==> src/rtl/ifu_pkg.sv <==
// Shared fetch-unit constants and the instruction-buffer entry layout.
package ifu_pkg;
  localparam int PC_W    = 32;
  localparam int INSTR_W = 32;
  localparam logic [PC_W-1:0] IFU_RESET_PC = 32'h0000_3000;
  localparam int IFU_DEPTH = 2;

  typedef struct packed {
    logic [PC_W-1:0]    pc;
    logic [INSTR_W-1:0] instr;
  } ifu_entry_t;

  function automatic logic [PC_W-1:0] word_align(input logic [PC_W-1:0] a);
    return a & ~PC_W'(3);
  endfunction
endpackage

==> src/rtl/fetch_fifo.sv <==
// Small synchronous FIFO with flush; used for the instruction buffer and the in-flight PC queue.
module fetch_fifo #(
  parameter int DEPTH = 2,
  parameter int WIDTH = 32
) (
  input  logic                     clk,
  input  logic                     reset,
  input  logic                     flush,
  input  logic                     push,
  input  logic [WIDTH-1:0]         push_data,
  input  logic                     pop,
  output logic [WIDTH-1:0]         pop_data,
  output logic                     full,
  output logic                     empty,
  output logic [$clog2(DEPTH):0]   count
);
  localparam int AW = (DEPTH > 1) ? $clog2(DEPTH) : 1;
  localparam int CW = $clog2(DEPTH) + 1;

  logic [DEPTH-1:0][WIDTH-1:0] mem;
  logic [AW-1:0]               wr_ptr, rd_ptr;
  logic                        do_push, do_pop;

  function automatic logic [AW-1:0] next_ptr(input logic [AW-1:0] p);
    return (p == AW'(DEPTH - 1)) ? '0 : p + AW'(1);
  endfunction

  assign empty    = (count == '0);
  assign full     = (count == CW'(DEPTH));
  assign do_pop   = pop && !empty;
  // A full FIFO may still accept a push when the head leaves in the same cycle.
  assign do_push  = push && (!full || do_pop);
  assign pop_data = mem[rd_ptr];

  always_ff @(posedge clk or negedge reset) begin
    if (!reset) begin
      mem    <= '0;
      wr_ptr <= '0;
      rd_ptr <= '0;
      count  <= '0;
    end else if (flush) begin
      wr_ptr <= '0;
      rd_ptr <= '0;
      count  <= '0;
    end else begin
      if (do_push) begin
        mem[wr_ptr] <= push_data;
        wr_ptr      <= next_ptr(wr_ptr);
      end
      if (do_pop) rd_ptr <= next_ptr(rd_ptr);
      count <= count + CW'(do_push) - CW'(do_pop);
    end
  end
endmodule

==> src/rtl/ifu.sv <==
// Instruction fetch unit: credit-limited in-order fetch with PC-tagged buffer and redirect flush.
module ifu
  import ifu_pkg::*;
#(
  parameter logic [31:0] RESET_PC = IFU_RESET_PC,
  parameter int          DEPTH    = IFU_DEPTH
) (
  input  logic        clk,
  input  logic        reset,
  output logic        imem_req_valid,
  output logic [31:0] imem_req_addr,
  input  logic        imem_req_ready,
  input  logic        imem_rsp_valid,
  input  logic [31:0] imem_rsp_data,
  output logic        id_valid,
  output logic [31:0] id_instr,
  output logic [31:0] id_pc,
  input  logic        id_ready,
  input  logic        redirect_valid,
  input  logic [31:0] redirect_pc
);
  localparam int CW = $clog2(DEPTH) + 1;
  localparam int EW = $bits(ifu_entry_t);

  logic [PC_W-1:0] pc;
  logic [CW-1:0]   outstanding, drop_cnt;
  logic [CW-1:0]   buf_count, pcq_count;
  logic            buf_full, buf_empty, pcq_full, pcq_empty;
  logic [PC_W-1:0] pcq_head;
  logic [EW-1:0]   buf_push_data, buf_head_raw;
  ifu_entry_t      buf_head, buf_tail;
  logic [CW:0]     credit_used;
  logic            req_fire, rsp_stale, rsp_keep, id_pop;

  // Buffer slots plus requests in flight (stale ones included) may never exceed DEPTH.
  assign credit_used    = {1'b0, buf_count} + {1'b0, outstanding};
  assign imem_req_valid = reset && !redirect_valid && !pcq_full
                          && (credit_used < (CW+1)'(DEPTH));
  assign imem_req_addr  = word_align(pc);
  assign req_fire       = imem_req_valid && imem_req_ready;

  assign rsp_stale = redirect_valid || (drop_cnt != '0);
  assign rsp_keep  = imem_rsp_valid && !rsp_stale && !pcq_empty;

  assign id_valid = !buf_empty;
  assign id_pop   = id_valid && id_ready;
  assign buf_head = ifu_entry_t'(buf_head_raw);
  assign id_instr = buf_head.instr;
  assign id_pc    = buf_head.pc;

  assign buf_tail      = '{pc: pcq_head, instr: imem_rsp_data};
  assign buf_push_data = buf_tail;

  always_ff @(posedge clk or negedge reset) begin
    if (!reset) begin
      pc          <= RESET_PC;
      outstanding <= '0;
      drop_cnt    <= '0;
    end else begin
      outstanding <= outstanding + CW'(req_fire) - CW'(imem_rsp_valid);
      if (redirect_valid) begin
        pc       <= word_align(redirect_pc);
        // A response landing on the redirect edge is already stale.
        drop_cnt <= outstanding - CW'(imem_rsp_valid);
      end else begin
        if (req_fire) pc <= imem_req_addr + PC_W'(4);
        if (imem_rsp_valid && drop_cnt != '0) drop_cnt <= drop_cnt - CW'(1);
      end
    end
  end

  fetch_fifo #(.DEPTH(DEPTH), .WIDTH(PC_W)) u_pcq (
    .clk       (clk),
    .reset     (reset),
    .flush     (redirect_valid),
    .push      (req_fire),
    .push_data (imem_req_addr),
    .pop       (rsp_keep),
    .pop_data  (pcq_head),
    .full      (pcq_full),
    .empty     (pcq_empty),
    .count     (pcq_count)
  );

  fetch_fifo #(.DEPTH(DEPTH), .WIDTH(EW)) u_ibuf (
    .clk       (clk),
    .reset     (reset),
    .flush     (redirect_valid),
    .push      (rsp_keep),
    .push_data (buf_push_data),
    .pop       (id_pop),
    .pop_data  (buf_head_raw),
    .full      (buf_full),
    .empty     (buf_empty),
    .count     (buf_count)
  );

  // Live tags plus pending drops always account for every outstanding request,
  // and the credit rule keeps a kept response from meeting a full buffer.
  always @(posedge clk) begin
    if (reset) begin
      assert ({1'b0, outstanding} == {1'b0, pcq_count} + {1'b0, drop_cnt});
      assert (!(rsp_keep && buf_full && !id_pop));
    end
  end
endmodule

==> config.mk <==
export PLATFORM = sky130hd
export DESIGN_NAME = ifu
export DESIGN_NICKNAME = d
export VERILOG_FILES = /design/src/rtl/ifu_pkg.sv /design/src/rtl/fetch_fifo.sv /design/src/rtl/ifu.sv
export SDC_FILE = /design/constraint.sdc
export NUM_CORES = 1
export LEC_CHECK = 0
export BUFFER_PORTS_ARGS = -buffer_cell sky130_fd_sc_hd__buf_2
export CAP_MARGIN = 20
export CORE_MARGIN = 8
export CORE_UTILIZATION = 57
export DETAILED_ROUTE_END_ITERATION = 6
export PLACE_DENSITY_LB_ADDON = 0.2
export SLEW_MARGIN = 25
export SYNTH_ARGS = -nofsm -noshare
export SYNTH_HDL_FRONTEND = slang
export SYNTH_HIERARCHICAL = 1
export SYNTH_SLANG_ARGS = --single-unit
==> constraint.sdc <==
create_clock -name clk -period 3.6 [get_ports clk]
set_clock_uncertainty 0.15 [all_clocks]
set_input_delay 0.36 -clock clk [delete_from_list [all_inputs] [get_ports clk]]
set_output_delay 0.36 -clock clk [all_outputs]
set_load 0.02 [all_outputs]
# Yosys cells after proc, flatten, opt, wreduce, memory -nomap -nowiden
# Cells that the tools add are included.
# word_totals
register_bits	236
output_inout_bits	98
inputBits	70
word_cells	99
# classes
bitwise_logic	1
n_lt_le_gt_ge	7
n_eq_ne	2
muxes	28
reduce_logical	34
add_sub_neg	14
# ops
cell	count
64-bit 2-to-1 mux	3
32-bit 2-to-1 mux	5
128-bit bitwise mux	1
64-bit bitwise mux	1
64-bit demux with 1-bit select	1
32-bit by 3-bit adder with 32-bit output (second input constant)	1
32-bit demux with 1-bit select	1
1-bit logical AND	14
2-bit nonzero test	7
1-bit 2-to-1 mux	12
1-bit by 2-bit < comparator with 1-bit output (second input constant)	4
2-bit 2-to-1 mux	4
2-bit by 1-bit subtractor with 2-bit output	4
2-bit by 1-bit adder with 2-bit output	3
1-bit logical NOT	6
1-bit adder (second input constant)	4
2-bit equality test (second input constant)	2
2-bit logical NOT	2
2-bit AND reduction	2
2-bit by 2-bit adder with 3-bit output	1
1-bit logical OR	3
3-bit by 2-bit < comparator with 1-bit output (second input constant)	1
1-bit greater-or-equal comparator (second input constant)	2
2-bit by 1-bit subtractor with 2-bit output (second input constant)	1
1-bit NOT	1

# Logic depth before layout (Yosys ltp)
# Gate-level depths: netlist of run 1.
# depth
word_depth	11
depth_mapped	12
mapped_depth_nobuf	11

# Modules after synthesis
# The synthesis of run 1 kept the hierarchy.
# modules_own_cells
module	n_inst	area_each_um2	seq_area_each_um2	cells_per_inst
fetch_fifo (u_ibuf)	1	5979.5	3303.2	365
fetch_fifo (u_pcq)	1	3106.7	1701.6	195
ifu	1	2125.8	853.3	245

# Least setup slack after synthesis of run 1
# Ideal clock, no wire load.
# synth_path
kind	reg2reg
startpoint	reg u_ibuf.count[0]
endpoint	reg u_pcq/mem[32] (netlist name)
path_stages_with_launch	11
period_less_slack_ns	3.226
n_path_buf	3
t_required_ns	3.325
arrival_time_ns	2.951
slack_ns	0.374
setup_time_ns	0.125
cell_sequence	dfrtp_1 > and2_1 > fa_1 > or4b_4 > or2_2 > inv_2 > buf_2 > and4b_1 > buf_6 > buf_6 > mux2_4
# synth_via
elab_chain_cells	6
# synth_lines
item	line	text
from (decl)	fetch_fifo.sv:15	output logic [$clog2(DEPTH):0] count
from (signal assigned)	fetch_fifo.sv:51	count <= count + CW'(do_push) - CW'(do_pop);
2-bit by 2-bit adder with 3-bit output	ifu.sv:36	assign credit_used = {1'b0, buf_count} + {1'b0, outstanding};
3-bit by 2-bit < comparator with 1-bit output	ifu.sv:38	&& (credit_used < (CW+1)'(DEPTH));
1-bit logical AND	ifu.sv:38	
1-bit logical AND	ifu.sv:40	assign req_fire = imem_req_valid && imem_req_ready;
net req_fire	ifu.sv:33	logic req_fire, rsp_stale, rsp_keep, id_pop;
1-bit logical AND	fetch_fifo.sv:32	assign do_push = push && (!full || do_pop);
2-bit AND reduction (no source line)	--	
to (signal, indexed assignment)	fetch_fifo.sv:47	mem[wr_ptr] <= push_data;
to (decl)	fetch_fifo.sv:20	logic [DEPTH-1:0][WIDTH-1:0] mem;
# The timed path passes the listed nets, and every way through them passes these cells.
# A chain may end at the register's enable or synchronous reset.

# Worst setup path in the final report of run 1
# layout_path
startpoint	reg u_ibuf.count[0]
endpoint	reg u_pcq.count[1]
# layout_via
elab_chain_cells	8
# layout_lines
item	line	text
2-bit by 2-bit adder with 3-bit output	ifu.sv:36	
3-bit by 2-bit < comparator with 1-bit output	ifu.sv:38	
1-bit logical AND	ifu.sv:38	
1-bit logical AND	ifu.sv:40	
1-bit logical AND	fetch_fifo.sv:32	
2-bit by 1-bit adder with 2-bit output	fetch_fifo.sv:51	
2-bit by 1-bit subtractor with 2-bit output	fetch_fifo.sv:51	
2-bit 2-to-1 mux	fetch_fifo.sv:41	end else if (flush) begin
to (signal assigned)	fetch_fifo.sv:51	
to (decl)	fetch_fifo.sv:15	
# No other way between the ends.

==> results of run 1 <==
[worst min-delay path: cells and delay by family]
family                     cells  cell delay, ns
adders and majority gates      1            0.16
buffers and inverters          1            0.14
AOI/OAI and AO/OA              1            0.06
[area by class of cell]
type                       count  area (um^2)
sequential                   234         5860
fill                        1390         5540
multi-input combinational    516         5040
timing repair buffer         245         1650
clock buffer                  38          797
tap                          265          332
clock inverter                10          128
inverter                      13         48.8
[state kept, by name (all words and copies together), names as in the netlist]
register / count
u_ibuf/mem: 128
u_pcq/mem: 64
pc: 30
drop_cnt: 2
outstanding: 2
u_ibuf/count: 2
u_pcq/count: 2
u_ibuf/rd_ptr: 1
u_ibuf/wr_ptr: 1
u_pcq/rd_ptr: 1
u_pcq/wr_ptr: 1
[per-stage QoR]
stage | util, % | area [um^2] | worst slack, ns
5_1_grt | 71.4 | 13900 | 0.136
2_1_floorplan | - | 11200 | 0.388
3_5_place_dp | 63.4 | 12300 | 0.314
4_1_cts | 71.4 | 13900 | 0.302
6_report | 71.4 | 13900 | 0.273
3_3_place_gp | 63.4 | 12300 | 0.348
[routing by layer]
metal	GRT usage, %	share of wire [%]	vias to the layer above
li1	-	-	3350
met2	34.9	48	198
met3	3.78	5.1	29
met5	0	0	-
met1	28.8	46	3695
met4	4.85	1.3	0
[worst min path at each step]
stage,start,endpoint,slack [ns],cells after the start
final,imem_rsp_valid,drop_cnt[0],0.1,3
after global routing,imem_rsp_valid,drop_cnt[0],0.08,3
after CTS,imem_rsp_valid,drop_cnt[0],0.07,3
after detailed placement,reset,u_ibuf/mem[99],0.07,1
after global placement,reset,u_ibuf/mem[99],0.07,1
after floorplan,reset,drop_cnt[0],-0.09,0
[placed cells by master, fill, tap and decap left out, types with 12 or more instances in the layout]
cell type and instances:
inv_1 12, buf_4 15, dlygate4sd3_1 63, o21ai_0 22, clkbuf_16 27, nand3_1 15, nand2_1 42, mux2_4 90
buf_2 162, dfrtp_1 231, nor2_1 22, mux2_2 194
[repair_timing]
| item | in CTS | in global routing |
|---|---|---|
| endpoints found under the hold margin | 119 | 0 |
| setup endpoints to repair | 0 | 0 |
| hold buffers | 63 | 0 |
[power groups by stage]
stage,clock [mW],combinational [mW],sequential (mW)
2_1_floorplan,0,0.919,3.27
3_3_place_gp,0,1.32,3.29
3_5_place_dp,0,1.35,3.31
4_1_cts,2.85,1.42,3.27
5_1_grt,2.96,1.53,3.32
6_report,2.78,1.40,3.27
==> results.toml, run 1 <==
[worst_setup_path]
required_ns = 3.83
cp-startpoint = "u_ibuf/count[0]"
reg2reg_from = "u_ibuf/count[0]"
r2r-end = "u_pcq/count[1]"
worstPathArrival_ns = 3.56
crit_path_end_kind = "flip-flop"
critPathCapture = "u_pcq/count[1]"
crit_slowest_cell = "or4b_4"
critical_path.max_stage_delay_ns = 0.55
rrSetupSlack_ns = 0.27
crit_family = "simple AND/OR/NAND/NOR gates"
crit_cells = 12
crit_top_cell = "ha_1"
reg2reg_depth = 12
crit_chain = "and2_1 -> fa_1 -> or4b_4 -> or2_2 -> inv_2 -> buf_4 -> nand2_1 -> ha_1 -> inv_1 -> ha_1 -> xnor2_1 -> nor2_1"
setup.worst_path.start_class = "flip-flop"
critPathBufInv = 3
setup.worst_path.class = "reg2reg"
path_max_fanout = 20

[global_routing]
grt_usage_pct = 21.2
antenna_found_initial = 0
grt_pass1_vias = 7858
grt_overflow_total = 0
grt_max_degree = 58
grt_pass1_wl_um = 41900

[timing]
slew_violations = 0
rsz0062_at_grt = "no"
slew-limit-headroom_pct = 49.0
max_freq_ghz = 0.301
tightest_slew_ns = 0.762
finalCriticalPeriod_ns = 3.33
setup_viol = 0
hold_slack_ns = 0.0958
setup_tns_ns = 0
final_hold_viol_count = 0
min_period_over_period_pct = 92.4

[place]
dp_cells = 1210
gp_congestion = 0.771
io_buffers = 163
dp_hpwl_um = 16400

[power]
p_sw_mw = 1.97
power_density_nw_per_um2 = 538
total_power_mw = 7.46
max-vdd-ir-drop_mv = 0.354
combPwrFrac_pct = 18.8
p_int_mw = 5.48
p_leak_nw = 6.96
swShare_pct = 26.5
clkPwrFrac_pct = 37.3
seqPwrFrac_pct = 43.8

[die]
fp-row-count = 51
start_util_pct = 57.8
boundaryPins = 168
die_w_um = 156
core_region_area_um2 = 19400
die_h_um = 156
dieArea_um2 = 24400

[layout]
antenna_cells = 0
syn2layout_area_growth_pct = 23.7
stdcell_count = 1321
nNetsFinal = 1116
drive_above_1_share_pct = 49.9

[routing]
drt-initial-drc-count = 328
drc = 0
drt_first_pass_iters = 5
wl_um = 25500
viasPerCell = 5.50
wl_per_cell_um = 19.3
ant_nets = 0
dr_total_vias = 7272

[clock_network]
cts_sinks = 234
clockRootBuffer = "clkbuf_16"
clkTransAtPathRegs_ns = 0.06
cts_tree = "yes"
cts-buffers-inserted = 26
clkLatencyLatePin_ns = 0.52
post-cts-setup-buffer-count = 0
htree_levels = 1
post_cts_resized = 0
clock_path_buffers = 3

[logic_synthesis]
ys_warn_count = 6
synthesis.area_um2 = 11200
synthCells = 804
postSynthAreaPerCell_um2 = 13.9

[flow_run]
cap_violations = 0

[worst_hold_path]
worstHoldPathType = "in2reg"

[outcome]
status = "finished, final reports clean"
(Power assumes the default switching activity.)
==> inputs of run 2 (changes only) <==
--- a/config.mk
+++ b/config.mk
@@ -9,7 +9,9 @@
 export CAP_MARGIN = 20
 export CORE_MARGIN = 8
 export CORE_UTILIZATION = 57
+export CTS_CLUSTER_SIZE = 30
 export DETAILED_ROUTE_END_ITERATION = 6
+export MAX_ROUTING_LAYER = met4
 export PLACE_DENSITY_LB_ADDON = 0.2
 export SLEW_MARGIN = 25
 export SYNTH_ARGS = -nofsm -noshare
==> results.toml, run 2 (synthesized netlist as in run 1, its figures left out) <==
[die]
boundaryPins = 168
start_util_pct = 57.8
core_region_area_um2 = 19400
fp-row-count = 51
die_w_um = 156
dieArea_um2 = 24400
die_h_um = 156

[worst_setup_path]
worstPathArrival_ns = 3.54
crit_path_end_kind = "flip-flop"
crit_family = "simple AND/OR/NAND/NOR gates"
setup.worst_path.class = "reg2reg"
crit_slowest_cell = "or4b_4"
critPathBufInv = 3
path_max_fanout = 20
rrSetupSlack_ns = 0.30
required_ns = 3.83
crit_chain = "and2_1 -> fa_1 -> or4b_4 -> or2_2 -> inv_2 -> buf_4 -> nand2_1 -> ha_1 -> inv_1 -> ha_1 -> xnor2_1 -> nor2_1"
setup.worst_path.start_class = "flip-flop"
critical_path.max_stage_delay_ns = 0.56
crit_top_cell = "ha_1"

[timing]
final_hold_viol_count = 0
setup_tns_ns = 0
setup_viol = 0
min_period_over_period_pct = 91.8
max_freq_ghz = 0.303
tightest_slew_ns = 0.781
rsz0062_at_grt = "no"
finalCriticalPeriod_ns = 3.30
setup_slack_ns = 0.296
slew_violations = 0
slew-limit-headroom_pct = 47.8

[layout]
antenna_cells = 0
nNetsFinal = 1116
final_common_cell = "dfrtp_1"
drive_above_1_share_pct = 49.9
stdcell_area_um2 = 13900
largest_register = "u_ibuf/mem"
syn2layout_area_growth_pct = 23.7
layout_common_cells = "dfrtp_1 (231), mux2_2 (194), buf_2 (162)"
reg_top3 = "u_ibuf/mem: 128 flops, u_pcq/mem: 64 flops, pc: 30 flops"
largest_reg_flops = 128

[clock_network]
clkTransAtPathRegs_ns = 0.06
clockRootBuffer = "clkbuf_16"
htree_levels = 1
cts_sinks = 234
post-cts-setup-buffer-count = 0
cts-buffers-inserted = 26
cts_tree = "yes"
clock_path_buffers = 3
clkLatencyLatePin_ns = 0.52

[routing]
drt_first_pass_iters = 5
dr_total_vias = 7274
ant_nets = 0
viasPerCell = 5.51
wl_um = 25500
wl_per_cell_um = 19.3
drt-initial-drc-count = 297
drc = 0

[global_routing]
grt_usage_pct = 21.8
grt_pass1_vias = 7860
grt_pass1_wl_um = 41900
grt_max_degree = 58
grt_overflow_total = 0
antenna_found_initial = 0

[place]
dp_hpwl_um = 16400
dpl-instance-area_um2 = 12300
io_buffers = 163
gp_congestion = 0.781
place_ws_ns = 0.314

[power]
p_leak_nw = 6.96
max-vdd-ir-drop_mv = 0.352
power_density_nw_per_um2 = 538

[flow_run]
cap_violations = 0

[outcome]
status = "finished, final reports clean"

[worst_hold_path]
worstHoldPathType = "in2reg"
run 2: cell counts in the layout (fill, tap and decap cells not counted):
No cell type changed its count.
run 2: routing by layer:
| metal | wire, um | share of wire (%) | GRT usage [%] | vias to the layer above |
|---|---|---|---|---|
| met2 | 12200 | 48 | 34.9 | 199 |
| li1 | - | - | - | 3356 |
| met4 | 318 | 1.2 | 4.85 | 0 |
| met1 | 11700 | 46 | 29.1 | 3693 |
| met5 | 0 | 0 | - | - |
| met3 | 1220 | 4.8 | 3.28 | 26 |
run 2: worst paths after layout:
path	start	to	depth (start not counted)
hold / removal	imem_rsp_valid	drop_cnt[0]	3
hold reg to reg	u_ibuf/mem[64]	u_ibuf/mem[64]	1
setup reg to reg	u_ibuf/count[0]	u_pcq/count[1]	12
setup / recovery	u_ibuf/count[0]	u_pcq/count[1]	12
max in group asynchronous	reset	u_ibuf/rd_ptr	4
min in group asynchronous	reset	u_ibuf/mem[42]	2
run 2: layout make-up:
class	count	area (um^2)
Clock buffer	38	797
Clock inverter	10	128
Fill cell	1390	5540
Inverter	13	48.8
Multi-Input combinational cell	516	5040
Sequential cell	234	5860
Tap cell	265	332
Timing Repair Buffer	245	1650
run 2: where the power goes:
group	internal (mW)	switching (mW)
Clock	1.74	1.04
Sequential	3.01	0.261
Combinational	0.730	0.672
Total	5.48	1.98
run 2: worst reg2reg max path, stage by stage (launching register included):
cell,delay [ns]
dfrtp_1,0.42
and2_1,0.17
fa_1,0.48
or4b_4,0.56
or2_2,0.30
inv_2,0.06
buf_4,0.24
nand2_1,0.09
ha_1,0.28
inv_1,0.05
ha_1,0.18
xnor2_1,0.15
nor2_1,0.05
run 2: timing repair:
action / in CTS / in global routing
gates resized for setup: 0 / 0
hold endpoints to repair: 119 / 0
hold buffers: 63 / 0
run 2: metrics by stage:
stage / util [%] / total power [mW] / hold slack, ns / std cells
2_1_floorplan: - / 4.18 / -0.0856 / 809
3_3_place_gp: 63.4 / 4.60 / 0.0745 / 1210
3_5_place_dp: 63.4 / 4.66 / 0.0748 / 1210
4_1_cts: 71.4 / 7.53 / 0.0658 / 1321
5_1_grt: 71.4 / 7.81 / 0.0794 / 1321
6_report: 71.4 / 7.46 / 0.0928 / 1321
==> inputs of run 3 (changes only) <==
--- a/config.mk
+++ b/config.mk
@@ -5,12 +5,12 @@
 export SDC_FILE = /design/constraint.sdc
 export NUM_CORES = 1
 export LEC_CHECK = 0
-export BUFFER_PORTS_ARGS = -buffer_cell sky130_fd_sc_hd__buf_2
 export CAP_MARGIN = 20
 export CORE_MARGIN = 8
-export CORE_UTILIZATION = 57
+export CORE_UTILIZATION = 64
 export CTS_CLUSTER_SIZE = 30
 export DETAILED_ROUTE_END_ITERATION = 6
+export DONT_BUFFER_PORTS = 1
 export MAX_ROUTING_LAYER = met4
 export PLACE_DENSITY_LB_ADDON = 0.2
 export SLEW_MARGIN = 25
==> results.toml, run 3 (synthesized netlist as in run 1, its figures left out) <==
[worst_setup_path]
worstPathArrival_ns = 3.42
reg2reg_depth = 8
crit_cells = 8
setup.worst_path.class = "reg2reg"
r2r-end = "u_pcq/mem[52]"
crit_chain = "and2_1 -> fa_1 -> or4b_4 -> or2_2 -> inv_2 -> and4b_2 -> buf_12 -> mux2_2"
reg2reg_from = "u_ibuf/count[0]"
critical_path.max_stage_delay_ns = 0.55
crit_family = "simple AND/OR/NAND/NOR gates"
setup.worst_path.start_class = "flip-flop"
critPathBufInv = 2
crit_path_end_kind = "flip-flop"
crit_slowest_cell = "or4b_4"
rrSetupSlack_ns = 0.41
required_ns = 3.83
path_max_fanout = 25

[routing]
drt-initial-drc-count = 351
wl_um = 25200
viasPerCell = 6.09
wl_per_cell_um = 22.7
drt_first_pass_iters = 4
drc = 0
dr_total_vias = 6740
ant_nets = 0

[power]
swShare_pct = 26.6
combPwrFrac_pct = 16.7
p_sw_mw = 1.82
seqPwrFrac_pct = 48.5
power_density_nw_per_um2 = 536
p_int_mw = 5.04
p_leak_nw = 6.11
clkPwrFrac_pct = 34.7
max-vdd-ir-drop_mv = 0.381

[die]
fp-row-count = 48
boundaryPins = 168
die_h_um = 148
core_region_area_um2 = 17200
dieArea_um2 = 22000
start_util_pct = 65.0
die_w_um = 148

[clock_network]
cts_sinks = 234
htree_levels = 1
cts-buffers-inserted = 24
post_cts_resized = 0
clkLatencyLatePin_ns = 0.51
post-cts-setup-buffer-count = 0
holdBufCountCts = 65
clock_path_buffers = 3
clockRootBuffer = "clkbuf_16"
clkTransAtPathRegs_ns = 0.06
cts_tree = "yes"

[place]
place_ws_ns = 0.439
dp_hpwl_um = 15700
dp_cells = 1002
io_buffers = 0
gp_congestion = 0.834

[flow_run]
cap_violations = 0

[layout]
syn2layout_area_growth_pct = 14.3
largest_reg_flops = 128
reg_top3 = "u_ibuf/mem: 128 flops, u_pcq/mem: 64 flops, pc: 30 flops"
largest_register = "u_ibuf/mem"
drive_above_1_share_pct = 39.6
stdcell_count = 1106
layout_common_cells = "dfrtp_1 (231), mux2_2 (194), mux2_4 (90)"
nNetsFinal = 948
final_common_cell = "dfrtp_1"
antenna_cells = 0

[outcome]
status = "complete, but fails checks"
violations = "negative hold slack"

[timing]
setup_slack_ns = 0.414
min_period_over_period_pct = 88.5
max_freq_ghz = 0.314
rsz0062_at_grt = "no"
hold_slack_ns = -0.595
slew_violations = 0
final_hold_viol_count = 234
tightest_slew_ns = 0.815
slew-limit-headroom_pct = 45.5
setup_tns_ns = 0
setup_viol = 0
finalCriticalPeriod_ns = 3.19

[worst_hold_path]
worstHoldPathType = "in2async"

[global_routing]
grt_usage_pct = 23.2
grt_max_degree = 236
grt_pass1_vias = 7308
antenna_found_initial = 0
grt_overflow_total = 0
grt_pass1_wl_um = 40000
==> run 3: power groups by stage <==
stage	Sequential, mW	Combinational [mW]	Clock [mW]
after CTS	3.32	1.16	2.43
after floorplan	3.27	0.919	0
after global routing	3.38	1.25	2.54
final	3.33	1.15	2.38
after detailed placement	3.37	1.07	0
after global placement	3.34	1.02	0
==> run 3: layout make-up <==
type	count	area, um^2
clock buffer	34	699
clock inverter	5	50.0
sequential	234	5860
multi-input combinational	516	5040
timing repair buffer	79	828
tap	225	282
inverter	13	48.8
fill	1053	4430
==> run 3: worst max-delay path by stage <==
| stage | from | endpoint | slack [ns] |
|---|---|---|---|
| 6_report | u_ibuf/count[0] | u_pcq/mem[52] | 0.41 |
| 5_1_grt | u_ibuf/count[0] | pc[4] | 0.20 |
| 4_1_cts | u_ibuf/count[0] | u_pcq/mem[52] | 0.40 |
| 3_5_place_dp | u_ibuf/count[0] | u_pcq/mem[52] | 0.44 |
| 3_3_place_gp | u_ibuf/count[0] | outstanding[1] | 0.46 |
| 2_1_floorplan | u_ibuf/count[0] | u_pcq/mem[32] | 0.39 |
==> run 3: worst register-to-register path, cell delays in order (launching register included) <==
cell,delay (ns)
dfrtp_1,0.42
and2_1,0.17
fa_1,0.46
or4b_4,0.55
or2_2,0.32
inv_2,0.11
and4b_2,0.27
buf_12,0.23
mux2_2,0.37
==> run 3: per-layer routing <==
metal  share of wire, %  up-vias  GRT usage, %
li1                   -     3005             -
met1                 43     3489          29.7
met2                 50      212          37.3
met3                5.8       34          4.74
met4                1.4        0          5.76
met5                  0        -             -
==> run 3: stage by stage <==
stage / utilization [%] / power [mW] / hold WS, ns / cell area [um^2]
after CTS: 74.3 / 6.92 / -0.614 / 12800
after detailed placement: 66.1 / 4.44 / -0.0732 / 11400
after floorplan: - / 4.18 / -0.0856 / 11200
final: 74.3 / 6.86 / -0.595 / 12800
after global routing: 74.3 / 7.16 / -0.617 / 12800
after global placement: 66.1 / 4.35 / -0.0764 / 11400
